[src/rtl/inst_decode_stage_pkg.sv]
// inst_decode_stage_pkg: opcode map, immediate-type codes, control bundle and the opcode decoder
package inst_decode_stage_pkg;
  typedef enum logic [2:0] {
    IMM_I    = 3'd0,
    IMM_S    = 3'd1,
    IMM_B    = 3'd2,
    IMM_U    = 3'd3,
    IMM_J    = 3'd4,
    IMM_NONE = 3'd7
  } imm_type_e;
  localparam logic [6:0] OP_LUI    = 7'b0110111;
  localparam logic [6:0] OP_AUIPC  = 7'b0010111;
  localparam logic [6:0] OP_JAL    = 7'b1101111;
  localparam logic [6:0] OP_JALR   = 7'b1100111;
  localparam logic [6:0] OP_BRANCH = 7'b1100011;
  localparam logic [6:0] OP_LOAD   = 7'b0000011;
  localparam logic [6:0] OP_STORE  = 7'b0100011;
  localparam logic [6:0] OP_IMM    = 7'b0010011;
  localparam logic [6:0] OP_SYSTEM = 7'b1110011;
  localparam logic [6:0] OP_OP     = 7'b0110011;
  typedef struct packed {
    imm_type_e  imm_type;
    logic [4:0] rs1;
    logic [4:0] rs2;
    logic [4:0] rd;
    logic       reg_wen;
    logic       mem_rd;
    logic       mem_wr;
    logic       branch;
    logic       jump;
    logic       alu_src_b;
    logic       illegal;
  } ctrl_t;
  localparam ctrl_t CTRL_RST = '{IMM_NONE, 5'd0, 5'd0, 5'd0, 1'b0, 1'b0, 1'b0, 1'b0, 1'b0, 1'b0, 1'b0};
  function automatic ctrl_t decode(input logic [31:0] inst);
    ctrl_t c;
    c = CTRL_RST;
    c.rs1 = inst[19:15];
    c.rs2 = inst[24:20];
    c.rd  = inst[11:7];
    case (inst[6:0])
      OP_LUI, OP_AUIPC: begin c.imm_type = IMM_U; c.alu_src_b = 1'b1; c.reg_wen = 1'b1; end
      OP_JAL:           begin c.imm_type = IMM_J; c.alu_src_b = 1'b1; c.reg_wen = 1'b1; c.jump = 1'b1; end
      OP_JALR:          begin c.imm_type = IMM_I; c.alu_src_b = 1'b1; c.reg_wen = 1'b1; c.jump = 1'b1; end
      OP_BRANCH:        begin c.imm_type = IMM_B; c.branch = 1'b1; end
      OP_LOAD:          begin c.imm_type = IMM_I; c.alu_src_b = 1'b1; c.reg_wen = 1'b1; c.mem_rd = 1'b1; end
      OP_STORE:         begin c.imm_type = IMM_S; c.alu_src_b = 1'b1; c.mem_wr = 1'b1; end
      OP_IMM, OP_SYSTEM: begin c.imm_type = IMM_I; c.alu_src_b = 1'b1; c.reg_wen = 1'b1; end
      OP_OP:            c.reg_wen = 1'b1;
      default:          c.illegal = 1'b1;
    endcase
    // x0 is hardwired zero, so a write to it is never requested
    c.reg_wen = c.reg_wen & (inst[11:7] != 5'd0);
    return c;
  endfunction
endpackage

[src/rtl/inst_decode_stage_skid.sv]
// inst_decode_stage_skid: skid entry in front of the ID/EX register, with registered in_ready
// Ports: in_valid/in_ready/in_data from fetch; out_valid/out_data present the word entering the
// output register, out_ready says that register advances this cycle; flush kills skid and input.
module inst_decode_stage_skid #(
  parameter int W       = 64,
  parameter bit SKID_EN = 1'b1
) (
  input  logic         clk,
  input  logic         rst,
  input  logic         flush,
  input  logic         in_valid,
  output logic         in_ready,
  input  logic [W-1:0] in_data,
  output logic         out_valid,
  input  logic         out_ready,
  output logic [W-1:0] out_data
);
  logic         skid_valid_q, skid_valid_d, rdy_q, rdy_d, accept;
  logic [W-1:0] skid_data_q, skid_data_d;
  always_comb begin
    accept       = in_valid & in_ready & !flush;
    skid_valid_d = !flush & (skid_valid_q ? !out_ready : (SKID_EN & accept & !out_ready));
    skid_data_d  = skid_valid_q ? skid_data_q : in_data;
    rdy_d        = !skid_valid_d;
  end
  // while the skid is full in_ready is low, so accept and skid drain never overlap
  assign in_ready  = SKID_EN ? rdy_q : out_ready;
  assign out_valid = skid_valid_q | accept;
  assign out_data  = skid_valid_q ? skid_data_q : in_data;
  always_ff @(posedge clk or posedge rst) begin
    if (rst) begin
      skid_valid_q <= 1'b0;
      skid_data_q  <= '0;
      rdy_q        <= 1'b1;
    end else begin
      skid_valid_q <= skid_valid_d;
      skid_data_q  <= skid_data_d;
      rdy_q        <= rdy_d;
    end
  end
endmodule

[src/rtl/inst_decode_stage.sv]
// inst_decode_stage: RISC-V ID stage, decodes fetched words into the registered ID/EX boundary
// Ports: clk, rst (async high), flush; fetch side if_valid/if_ready/if_inst/if_pc;
// execute side ex_valid/ex_ready plus registered ex_inst, ex_pc and decoded control fields.
module inst_decode_stage
  import inst_decode_stage_pkg::*;
#(
  parameter int XLEN    = 32,
  parameter bit SKID_EN = 1'b1
) (
  input  logic            clk,
  input  logic            rst,
  input  logic            flush,
  input  logic            if_valid,
  output logic            if_ready,
  input  logic [XLEN-1:0] if_inst,
  input  logic [XLEN-1:0] if_pc,
  output logic            ex_valid,
  input  logic            ex_ready,
  output logic [XLEN-1:0] ex_inst,
  output logic [XLEN-1:0] ex_pc,
  output logic [2:0]      ex_imm_type,
  output logic [4:0]      ex_rs1,
  output logic [4:0]      ex_rs2,
  output logic [4:0]      ex_rd,
  output logic            ex_reg_wen,
  output logic            ex_mem_rd,
  output logic            ex_mem_wr,
  output logic            ex_branch,
  output logic            ex_jump,
  output logic            ex_alu_src_b,
  output logic            ex_illegal
);
  logic              adv, fwd_valid, ld, ex_valid_q, ex_valid_d;
  logic [2*XLEN-1:0] fwd_data;
  logic [XLEN-1:0]   inst_q, inst_d, pc_q, pc_d;
  ctrl_t             ctrl_q, ctrl_d;
  assign adv = !ex_valid_q | ex_ready;
  inst_decode_stage_skid #(.W(2*XLEN), .SKID_EN(SKID_EN)) u_skid (
    .clk       (clk),
    .rst       (rst),
    .flush     (flush),
    .in_valid  (if_valid),
    .in_ready  (if_ready),
    .in_data   ({if_pc, if_inst}),
    .out_valid (fwd_valid),
    .out_ready (adv),
    .out_data  (fwd_data)
  );
  // decode only the word being loaded; held fields are never re-decoded
  always_comb begin
    ld         = !flush & adv & fwd_valid;
    ex_valid_d = !flush & (adv ? fwd_valid : ex_valid_q);
    inst_d     = ld ? fwd_data[XLEN-1:0] : inst_q;
    pc_d       = ld ? fwd_data[2*XLEN-1:XLEN] : pc_q;
    ctrl_d     = ld ? decode(fwd_data[31:0]) : ctrl_q;
  end
  always_ff @(posedge clk or posedge rst) begin
    if (rst) begin
      ex_valid_q <= 1'b0;
      inst_q     <= '0;
      pc_q       <= '0;
      ctrl_q     <= CTRL_RST;
    end else begin
      ex_valid_q <= ex_valid_d;
      inst_q     <= inst_d;
      pc_q       <= pc_d;
      ctrl_q     <= ctrl_d;
    end
  end
  assign ex_valid     = ex_valid_q;
  assign ex_inst      = inst_q;
  assign ex_pc        = pc_q;
  assign ex_imm_type  = ctrl_q.imm_type;
  assign ex_rs1       = ctrl_q.rs1;
  assign ex_rs2       = ctrl_q.rs2;
  assign ex_rd        = ctrl_q.rd;
  assign ex_reg_wen   = ctrl_q.reg_wen;
  assign ex_mem_rd    = ctrl_q.mem_rd;
  assign ex_mem_wr    = ctrl_q.mem_wr;
  assign ex_branch    = ctrl_q.branch;
  assign ex_jump      = ctrl_q.jump;
  assign ex_alu_src_b = ctrl_q.alu_src_b;
  assign ex_illegal   = ctrl_q.illegal;
endmodule

[config.mk]
export PLATFORM = sky130hd
export DESIGN_NAME = inst_decode_stage
export DESIGN_NICKNAME = d
export VERILOG_FILES = /design/src/rtl/inst_decode_stage_pkg.sv /design/src/rtl/inst_decode_stage_skid.sv /design/src/rtl/inst_decode_stage.sv
export SDC_FILE = /design/constraint.sdc
export NUM_CORES = 1
export LEC_CHECK = 0
export CAP_MARGIN = 10
export CORE_MARGIN = 2
export CORE_UTILIZATION = 44
export CTS_BUF_LIST = sky130_fd_sc_hd__clkbuf_4 sky130_fd_sc_hd__clkbuf_8
export DETAILED_ROUTE_END_ITERATION = 16
export PLACE_DENSITY = 0.74
export SETUP_SLACK_MARGIN = 0.5
export SYNTH_ARGS = -nofsm -noshare
export SYNTH_HDL_FRONTEND = slang
export SYNTH_SLANG_ARGS = --single-unit
export TNS_END_PERCENT = 30
[constraint.sdc]
create_clock -name clk -period 15 [get_ports clk]
set_input_delay 4.5 -clock clk [delete_from_list [all_inputs] [get_ports clk]]
set_output_delay 4.5 -clock clk [all_outputs]
set_load 0.05 [all_outputs]
## After elaboration in Yosys (flattened, before gate mapping)

Index checks and enable logic that the tools add are counted.

- Equal/unequal tests: 10
- Muxes and demuxes: 11
- Bitwise logic cells: 10
- Reductions and logical operators: 11

Operator list:

| kind | count |
|---|---|
| $mux 64 | 1 |
| $eq 7x7->1 const B | 4 |
| $eq 7x6->1 const B | 3 |
| $reduce_or 8->1 | 2 |
| $pmux 3 s5 | 1 |
| $eq 7x5->1 const B | 2 |
| $reduce_or 10->1 | 1 |
| $mux 1 | 9 |
| $and 1x1->1 | 8 |
| $eq 7x2->1 const B | 1 |
| $reduce_bool 5->1 | 1 |
| $logic_not 1->1 | 4 |
| $reduce_or 2->1 | 2 |
| $reduce_or 4->1 | 1 |
| $or 1x1->1 | 2 |

- Bits in registers: 156
- Output and inout bits: 91
- Logic and storage cells: 59

## Logic depth before layout (Yosys ltp)

Gate-level depths: netlist of run 1.

- Depth in word-level cells: 7
- Depth in mapped cells: 8

## Hierarchy

From an unflattened synthesis of run 1, not the netlist that was laid out.

- Cell total of the unflattened synthesis: 506
- Area total of the unflattened synthesis: 5840.6 um^2

By module, submodules not included:

| module | times used | cells each | area each (um^2) | seq. area each (um^2) |
|---|---|---|---|---|
| inst_decode_stage | 1 | 363 | 3223.1 | 1880.6 |
| inst_decode_stage_skid | 1 | 143 | 2617.5 | 1652.8 |

## Worst setup path after synthesis of run 1

Ideal clock, no wire load.

- Path type: input -> register
- Start: input port ex_ready
- End: register inst_q[15], in the netlist ex_inst[15]
- Arrival time: 5604 ps
- Data required time: 14934 ps
- Path slack: 9330 ps
- Stages: 7
- Cells stage by stage: nand2b_1 -> inv_1 -> nor3_2 -> clkbuf_1 -> buf_2 -> nand2_1 -> nand2_1

- Longest elaborated chain between the ends: 3

Ends and longest elaborated chain:

| what | line | source |
|---|---|---|
| start, declared | inst_decode_stage.sv:18 | `input logic ex_ready,` |
| $or 1x1->1 | inst_decode_stage.sv:37 | `assign adv = !ex_valid_q \| ex_ready;` |
| $and 1x1->1 (2 in series) | inst_decode_stage.sv:51 | `ld = !flush & adv & fwd_valid;` |
| end signal, assigned | inst_decode_stage.sv:65 | `inst_q <= inst_d;` |
| end, declared | inst_decode_stage.sv:35 | `logic [XLEN-1:0] inst_q, inst_d, pc_q, pc_d;` |

Every way passes these cells.
A chain may end at the register's enable or synchronous reset.

## Final worst setup path of run 1

- Start: input port if_valid
- End: register ctrl_q, in the netlist ex_imm_type[0]

- Longest elaborated chain between the ends: 4

Ends and longest elaborated chain:

| what | line | source |
|---|---|---|
| start, declared | inst_decode_stage.sv:13 | `input logic if_valid,` |
| $and 1x1->1 (2 in series) | inst_decode_stage_skid.sv:21 | `accept = in_valid & in_ready & !flush;` |
| $or 1x1->1 | inst_decode_stage_skid.sv:28 | `assign out_valid = skid_valid_q \| accept;` |
| $and 1x1->1 | inst_decode_stage.sv:51 |  |
| end signal, assigned | inst_decode_stage.sv:67 | `ctrl_q <= ctrl_d;` |
| end, declared | inst_decode_stage.sv:36 | `ctrl_t ctrl_q, ctrl_d;` |

Every way passes these cells.

==> flow_summary_export.csv, run 1 <==
group,metric,value,unit
outcome,status,"complete, no violations",
grt,grt_start_max_net_pins,86,
worst_setup_path,r2r_end,"ex_imm_type[0]$_DFFE_PP1P_",
logic_synthesis,synth-edff-count,0,
cells_and_area,final_cells,816,
timing,finalSetupViolCount,0,
logic_synthesis,synth_top_area_share,0.614,
place,place.gp.congestion,0.737,
worst_setup_path,path_class,"in2reg",
grt,grt_pass1_wl,19.9,mm
die,io_pins,160,
logic_synthesis,synth_xor_area_frac,0.00157,
detailed_routing,wl_per_cell,15.5,µm
cells_and_area,final_area,7620,µm²
timing,relSlewSlack,0.309,
die,start_util,0.446,
cells_and_area,multi_input_area,1790,µm²
worst_setup_path,cp.arrival,6.66,ns
logic_synthesis,avgSynthCellArea,11.4,µm²
place,place_inst,785,
logic_synthesis,synth-seq-cells,141,
worst_setup_path,reg2reg_depth,4,
timing,maxSlewViolCount,0,
timing,rsz0062_at_grt,"no",
logic_synthesis,syn_area,5580,µm²
worst_setup_path,cp_max_fo,85,
logic_synthesis,yosysUniqueCellTypes,38,
hold_path,holdCritStartpoint,"ex_inst[2]$_DFFE_PP0P_",
logic_synthesis,synth_largest_area_cell,"dfrtp_1",
cells_and_area,syn_to_final_growth,36.4,%
logic_synthesis,yosysWarnings,0,
logic_synthesis,synth-adder-area-share,0,
worst_setup_path,crit_path_end_kind,"flip-flop",
cts,insertion_delay,0.43,ns
cells_and_area,final_common_cell,"nand2_1",
logic_synthesis,synth-compound-area-share,0.0336,
timing,max_freq,158,MHz
logic_synthesis,synthesis.nets,559,
cts,tritoncts,"yes",
cells_and_area,drive_above_1_share,0.165,
place,place_area,7200,µm²
logic_synthesis,synthFlopType,"dfrtp_1",
cts,cts_sinks,141,
hold_path,min_path_type,"reg2reg",
pwr,power_density,141,nW/µm²
cells_and_area,mostFrequentLayoutCells,"186 x nand2_1, 159 x clkdlybuf4s50_1, 136 x dfrtp_1",
cts,cts_resized,0,
grt,grt_pass1_vias,4066,
die,core-area,12500,µm²
grt,antenna_found_initial,0,
worst_setup_path,required,15.34,ns
grt,grt.total_usage,0.190,
detailed_routing,viasPerCell,4.88,
detailed_routing,antenna_left,0,
place,hpwl,8.22,mm
timing,skew,0.0130,ns
die,num_rows,41,
logic_synthesis,synth_top_family_by_area,"simple AND/OR/NAND/NOR gates",
die,die_x,117,µm
pwr,p_leak,3.45,nW
cts,clkTransAtPathRegs,0.07,ns
place,port_buffers,159,
cts,cts_root_buf,"clkbuf_8",
grt,grt.overflow.total,0,
pwr,ir_drop,0.0699,mV
worst_setup_path,reg2reg_slack,12.09,ns
die,die_y,117,µm
cells_and_area,antenna_cells,0,
logic_synthesis,synthArstFlopShare,1.00,
logic_synthesis,synth-simple-area-share,0.144,
die,die_area,13600,µm²
cts,clockBufferDepth,2,
timing,worst_slew_pin_slew,1.04,ns
timing,period_needed,6.32,ns
detailed_routing,vias,3981,
logic_synthesis,synth.area.mux_share,0.138,
detailed_routing,firstDrtPassIters,4,
cts,cts_htree_levels,4,
logic_synthesis,yosysSeqAreaShare,0.633,
detailed_routing,drc,0,
detailed_routing,wirelength,12.6,mm
worst_setup_path,critPathLaunchType,"input pin",
cts,ctsHoldBuffers,0,
cells_and_area,num-fill-cells,1078,
logic_synthesis,synthCells,490,
cts,cts_buffers,17,
timing,hold_slack,0.477,ns
timing,setup-tns-final,0,ns
timing,hold_viol_final,0,
logic_synthesis,synth_area_leaders,"dfrtp_1 61%, nand2_1 13%, mux2_2 11%",
flow_run,maxCapViolCount,0,
cells_and_area,fin_nets,701,
cells_and_area,final-seq-area,3540,µm²
hold_path,whs_path_depth,2,
hold_path,hold_end,"ex_inst[2]$_DFFE_PP0P_",
timing,period_share,0.421,
detailed_routing,drt-initial-drc-count,372,
worst_setup_path,r2r_start,"u_skid.skid_valid_q$_DFF_PP0_",
cts,postCtsSetupBuffers,0,
-- power by group --
part	internal (mW)	switching, mW	leakage [nW]
Clock	0.176	0.141	0.205
Sequential	0.423	0.0259	1.70
Combinational	0.104	0.201	1.55
-- through the flow --
| stage | power, mW | utilization | setup slack, ns |
|---|---|---|---|
| final | 1.07 | 0.609 | 8.68 |
| after global routing | 1.12 | 0.609 | 8.50 |
| after CTS | 1.08 | 0.609 | 8.67 |
| after detailed placement | 0.763 | 0.575 | 8.27 |
| after global placement | 0.757 | 0.575 | 8.39 |
| after floorplan | 0.655 | - | 6.73 |
-- cell usage after synthesis, drive strengths merged, types with 2 or more instances --
cell / count
nand4: 5
inv: 12
o21ai: 10
nand3: 3
clkbuf: 7
a31oi: 2
a21oi: 3
nor2: 5
dfstp: 4
o31ai: 3
dfrtp: 137
buf: 31
nand2: 186
nand2b: 2
mux2i: 8
mux2: 58
a21o: 2
-- layout make-up --
cell class	count	share of cell area
clock inverters	10	0.0184
flip-flops and latches	141	0.464
repair buffers	161	0.211
inverters	13	0.00706
clock buffers	21	0.0363
well taps	172	0.0282
multi-input cells	298	0.235
-- state kept, by name (all words and copies together) (netlist names), 3 cells and up --
| register | flops |
|---|---|
| u_skid.skid_data_q | 64 |
| ex_inst | 32 |
| ex_pc | 32 |
| ex_imm_type | 3 |
-- kinds of logic after synthesis --
| logic type | Yosys count |
|---|---|
| xor gates and xnor gates | 1 |
| muxes | 66 |
| and+or+nand+nor | 204 |
| buffers and inverters | 51 |
| DFF | 141 |
| AOI/OAI and AO/OA | 27 |
-- critical path: stages --
cell and delay [ns]:
clkdlybuf4s50_1 0.50, a21o_1 0.21, nand3_4 0.69, a31oi_1 0.54, a311oi_1 0.14
-- worst max-delay path by stage --
stage                                from                    endpoint  slack (ns)
3_3_place_gp                     if_valid  ex_imm_type[0]$_DFFE_PP1P_        8.39
2_1_floorplan                         rst    ex_alu_src_b$_DFFE_PP0P_        6.73
6_report                         if_valid  ex_imm_type[0]$_DFFE_PP1P_        8.68
4_1_cts        ex_imm_type[1]$_DFFE_PP1P_              ex_imm_type[1]        8.67
3_5_place_dp                     if_valid  ex_imm_type[0]$_DFFE_PP1P_        8.27
5_1_grt                          if_valid  ex_imm_type[0]$_DFFE_PP1P_        8.50
-- per-layer routing --
| layer | GRT usage | vias to the layer above | part of all wire |
|---|---|---|---|
| met5 | 0 | - | 0 |
| met4 | 0.0627 | 0 | 0.010 |
| met3 | 0.0618 | 17 | 0.079 |
| met2 | 0.303 | 142 | 0.48 |
| met1 | 0.247 | 1970 | 0.43 |
| li1 | - | 1852 | - |
Note: power is estimated with default switching activity, not from simulation.
==> run 2, diff against run 1 <==
Clock period 15 ns to 6.4 ns, I/O delays scaled along.
==> run 2 against run 1 <==
Against the previous run: global-route usage about the same; combinational power up 130%; wire length down 1.5%; sequential power up 130%; largest cell class unchanged; largest power group unchanged; highest routed layer unchanged.
==> flow_summary_export.csv, run 2 (same netlist as run 1, synthesis figures left out) <==
group,metric,value,unit
cells_and_area,antenna_cells,0,
hold_path,hold_end,"ex_pc[0]$_DFFE_PP0P_",
timing,period_needed,3.74,ns
worst_setup_path,critPathLaunchType,"flip-flop",
flow_run,maxCapViolCount,0,
worst_setup_path,reg2reg_depth,4,
detailed_routing,highest_layer,"met4",
grt,grt_pass1_wl,19.9,mm
worst_setup_path,path_cells,"clkdlybuf4s50_1",
outcome,status,"complete, no violations",
cells_and_area,largest_reg_flops,64,
timing,skew,0.00838,ns
hold_path,whs_path_depth,2,
grt,grt_start_max_net_pins,95,
timing,setup-tns-final,0,ns
cts,cts_root_buf,"clkbuf_8",
detailed_routing,drt-initial-drc-count,296,
timing,worst_slew_pin_slew,1.02,ns
cells_and_area,drive_above_1_share,0.166,
worst_setup_path,cp_max_fo,2,
worst_setup_path,required,4.48,ns
worst_setup_path,max_stage_delay,0.86,ns
die,core-area,12500,µm²
hold_path,min_path_type,"reg2reg",
detailed_routing,firstDrtPassIters,6,
cts,insertion_delay,0.42,ns
worst_setup_path,reg2reg_slack,3.56,ns
timing,max_freq,267,MHz
die,die_area,13600,µm²
detailed_routing,drc,0,
worst_setup_path,cpMaxStageDelayCell,"clkdlybuf4s50_1",
die,io_pins,160,
grt,grt.total_usage,0.190,
worst_setup_path,r2r_start,"u_skid.skid_valid_q$_DFF_PP0_",
timing,finalSetupViolCount,0,
die,start_util,0.446,
cells_and_area,final-seq-area,3540,µm²
worst_setup_path,path_delay_family,"buffers and inverters",
cts,tritoncts,"yes",
timing,period_share,0.585,
cells_and_area,syn_to_final_growth,36.8,%
detailed_routing,wirelength,12.4,mm
cts,cts_sinks,141,
cts,cts_htree_levels,4,
grt,grt.overflow.total,0,
worst_setup_path,path_class,"reg2out",
timing,maxSlewViolCount,0,
place,place.gp.congestion,0.747,
worst_setup_path,crit_path_end_kind,"output pin",
detailed_routing,antenna_left,0,
detailed_routing,met3_length,958,µm
place,place_inst,785,
cells_and_area,largest-register,"u_skid.skid_data_q",
pwr,p_leak,3.46,nW
grt,grt_pass1_vias,4103,
place,hpwl,8.16,mm
cts,ctsHoldBuffers,0,
timing,rsz0062_at_grt,"no",
die,die_x,117,µm
die,num_rows,41,
cts,cts_resized,0,
die,die_y,117,µm
cells_and_area,final_common_cell,"nand2_1",
timing,hold_viol_final,0,
cells_and_area,num-fill-cells,1058,
cells_and_area,fin_nets,701,
worst_setup_path,r2r_end,"ex_imm_type[0]$_DFFE_PP1P_",
detailed_routing,vias,3958,
cts,clkTransAtPathRegs,0.08,ns
grt,antenna_found_initial,0,
hold_path,holdCritStartpoint,"ex_pc[0]$_DFFE_PP0P_",
cells_and_area,mostFrequentLayoutCells,"186 x nand2_1, 159 x clkdlybuf4s50_1, 136 x dfrtp_1",
place,port_buffers,159,
worst_setup_path,cp.arrival,1.82,ns
pwr,ir_drop,0.141,mV
timing,relSlewSlack,0.318,
worst_setup_path,critPathBufInv,1,
cells_and_area,final_cells,817,
detailed_routing,routedLengthMet1,5.62,mm
detailed_routing,route.met2.wl,5.73,mm
detailed_routing,wl_per_cell,15.2,µm
detailed_routing,viasPerCell,4.84,
cts,postCtsSetupBuffers,0,
cts,clockBufferDepth,2,
pwr,power_density,330,nW/µm²
cts,cts_buffers,17,
cells_and_area,multi_input_area,1790,µm²
-- run 2: cell count changes in the layout (fill, tap and decap cells not counted) --
cell / delta
clkbuf_8: +2
clkinv_2: -1
clkinv_4: -1
clkinvlp_4: +1
-- run 2: layout make-up --
cell class,instances,area share
multi-input cells,298,0.234
flip-flops and latches,141,0.463
clock buffers,23,0.0398
repair buffers,161,0.210
inverters,13,0.00704
well taps,172,0.0282
clock inverters,9,0.0175
-- run 2: metrics by stage --
stage           util  total power [mW]  hold slack, ns  cell area (µm²)  worst slack (ns)
5_1_grt        0.610              2.64           0.503             7640              2.51
3_3_place_gp   0.575              1.77           0.458             7200              2.28
6_report       0.610              2.52           0.476             7640              2.66
2_1_floorplan      -              1.53           0.465             5580             0.705
3_5_place_dp   0.575              1.79           0.461             7200              2.23
4_1_cts        0.610              2.55           0.479             7640              2.63
-- run 2: layer usage --
layer | up-vias | GRT usage
met5 | - | 0
met4 | 0 | 0.0565
met3 | 12 | 0.0659
met2 | 155 | 0.299
met1 | 1929 | 0.252
li1 | 1862 | -
-- run 2: where the power goes --
part	internal (mW)	switching (mW)
clock	0.436	0.324
combinational	0.243	0.471
sequential	0.991	0.0584
total	1.67	0.854
-- run 2: worst min-delay path, delay by kind of cell (launching register included) --
kind / cells / cell delay, ns
flops: 1 / 0.34
simple gates: 2 / 0.10
-- run 2: how the worst max path moves through the flow --
stage | startpoint | to | slack, ns | cells past startpoint
global placement | if_valid | ex_imm_type[0]$_DFFE_PP1P_ | 2.28 | 5
finish | ex_imm_type[1]$_DFFE_PP1P_ | ex_imm_type[1] | 2.66 | 1
detailed placement | ex_ready | ex_pc[20]$_DFFE_PP0P_ | 2.23 | 7
CTS | ex_imm_type[1]$_DFFE_PP1P_ | ex_imm_type[1] | 2.63 | 1
global route | ex_ready | ex_inst[25]$_DFFE_PP0P_ | 2.51 | 7
floorplan | rst | ex_alu_src_b$_DFFE_PP0P_ | 0.71 | 1
==> run 3, diff against run 2 <==
Clock period 6.4 ns to 3.61 ns, I/O delays scaled along.
==> run 3 against run 2 <==
Against the previous run: final cell count rose by 0.24%; sequential cell count stayed put; critical path depth stayed put; hold slack lost 0.0042 ns; setup slack worse by 1.9 ns; core utilization decreased by 0.41 points; global-route usage is 0.35 points lower; clock power up 50%; power increased by 69%; largest cell class unchanged.
==> flow_summary_export.csv, run 3 (same netlist as run 1, synthesis figures left out) <==
group,metric,value,unit
cells_and_area,largest-register,"u_skid.skid_data_q",
cts,cts_htree_levels,4,
timing,worst_slew_pin_slew,1.02,ns
timing,relSlewSlack,0.320,
timing,rsz0062_at_grt,"no",
cts,cts_resized,0,
timing,maxSlewViolCount,0,
timing,skew,0.00934,ns
grt,grt.total_usage,0.187,
timing,finalSetupViolCount,0,
worst_setup_path,path_class,"reg2out",
cells_and_area,fin_util,0.606,
cells_and_area,final_common_cell,"nand2_1",
flow_run,maxCapViolCount,0,
worst_setup_path,path_delay_family,"buffers and inverters",
worst_setup_path,crit_start,"u_skid.in_ready$_DFF_PP1_",
pwr,p_leak,3.45,nW
detailed_routing,wl_per_cell,15.0,µm
hold_path,holdCritStartpoint,"ex_inst[0]$_DFFE_PP0P_",
cts,clockBufferDepth,2,
cts,cts_buffers,17,
detailed_routing,vias,3899,
cts,insertion_delay,0.43,ns
worst_setup_path,r2r_start,"u_skid.skid_valid_q$_DFF_PP0_",
timing,period_needed,2.90,ns
cts,clkTransAtPathRegs,0.07,ns
worst_setup_path,path_cells,"clkdlybuf4s50_1",
worst_setup_path,cp_max_fo,3,
cells_and_area,fin_nets,703,
worst_setup_path,critPathLaunchType,"flip-flop",
worst_setup_path,required,2.53,ns
cells_and_area,final_area,7590,µm²
timing,hold_viol_final,0,
die,die_x,117,µm
die,die_y,117,µm
die,num_rows,41,
cells_and_area,final_cells,819,
cts,cts_sinks,141,
grt,grt_pass1_wl,19.5,mm
detailed_routing,drt-initial-drc-count,316,
cells_and_area,mostFrequentLayoutCells,"186 x nand2_1, 159 x clkdlybuf4s50_1, 136 x dfrtp_1",
timing,max_freq,345,MHz
cts,ctsHoldBuffers,0,
die,io_pins,160,
hold_path,min_path_type,"reg2reg",
die,core-area,12500,µm²
cts,postCtsSetupBuffers,0,
place,hpwl,8.15,mm
pwr,power,4.27,mW
cells_and_area,largest_reg_flops,64,
timing,period_share,0.803,
place,place_inst,787,
pwr,power_density,562,nW/µm²
worst_setup_path,critPathBufInv,1,
cts,cts_root_buf,"clkbuf_8",
place,place.gp.congestion,0.775,
worst_setup_path,max_stage_delay,0.83,ns
die,start_util,0.446,
worst_setup_path,cp.arrival,1.81,ns
die,die_area,13600,µm²
detailed_routing,drc,0,
outcome,status,"complete, no violations",
cts,tritoncts,"yes",
cells_and_area,num-fill-cells,1059,
grt,antenna_found_initial,0,
detailed_routing,firstDrtPassIters,4,
grt,grt_pass1_vias,4072,
pwr,ir_drop,0.282,mV
worst_setup_path,cpMaxStageDelayCell,"clkdlybuf4s50_1",
place,place_area,7230,µm²
detailed_routing,wirelength,12.2,mm
timing,setup-tns-final,0,ns
worst_setup_path,crit_path_end_kind,"output pin",
grt,grt_start_max_net_pins,142,
detailed_routing,antenna_left,0,
grt,grt.overflow.total,0,
cells_and_area,drive_above_1_share,0.168,
place,port_buffers,159,
cells_and_area,syn_to_final_growth,35.9,%
detailed_routing,viasPerCell,4.76,
cells_and_area,antenna_cells,0,
-- run 3: cell count changes in the layout (fill, tap and decap cells not counted), sizes merged --
cell and delta:
clkbuf +7, clkinvlp -3, inv -1, buf +2, bufinv -3
-- run 3: metal layers --
layer | GRT usage | routed length [µm] | vias to the layer above
li1 | - | - | 1862
met1 | 0.231 | 5280 | 1900
met2 | 0.302 | 5830 | 125
met3 | 0.0695 | 952 | 12
met4 | 0.0682 | 182 | 0
met5 | 0 | 0 | -
-- run 3: layout make-up --
cell class	count	area, µm²	area share
Sequential cell	141	3540	0.466
Multi-Input combinational cell	298	1790	0.236
Timing Repair Buffer	163	1630	0.215
Clock buffer	30	350	0.0462
Tap cell	172	215	0.0284
Inverter	13	52.6	0.00692
Clock inverter	2	10.0	0.00132
-- run 3: through the flow --
stage	hold WS, ns	setup slack (ns)
2_1_floorplan	0.465	0.767
3_3_place_gp	0.457	0.677
3_5_place_dp	0.461	0.597
4_1_cts	0.479	0.674
5_1_grt	0.502	0.643
6_report	0.472	0.712
-- run 3: where the power goes --
part | switching (mW) | total (mW) | internal, mW
registers | 0.102 | 1.86 | 1.76
logic | 0.835 | 1.27 | 0.434
clock network | 0.533 | 1.14 | 0.606
total | 1.47 | 4.27 | 2.80
-- run 3: tightest hold or removal path, stage by stage (launching register included) --
cell     delay (ns)
dfrtp_1        0.34
nand2_1        0.05
nand2_1        0.05
-- run 3: final timing paths --
path / to / cells after the start / slack (ns)
max: if_ready / 1 / 0.71
min: ex_inst[0]$_DFFE_PP0P_ / 2 / 0.47
max reg2reg: ex_alu_src_b$_DFFE_PP0P_ / 5 / 1.03
min reg2reg: ex_inst[0]$_DFFE_PP0P_ / 2 / 0.47
max in group asynchronous: u_skid.skid_valid_q$_DFF_PP0_ / 3 / 1.80
min in group asynchronous: ex_inst[15]$_DFFE_PP0P_ / 3 / 1.20
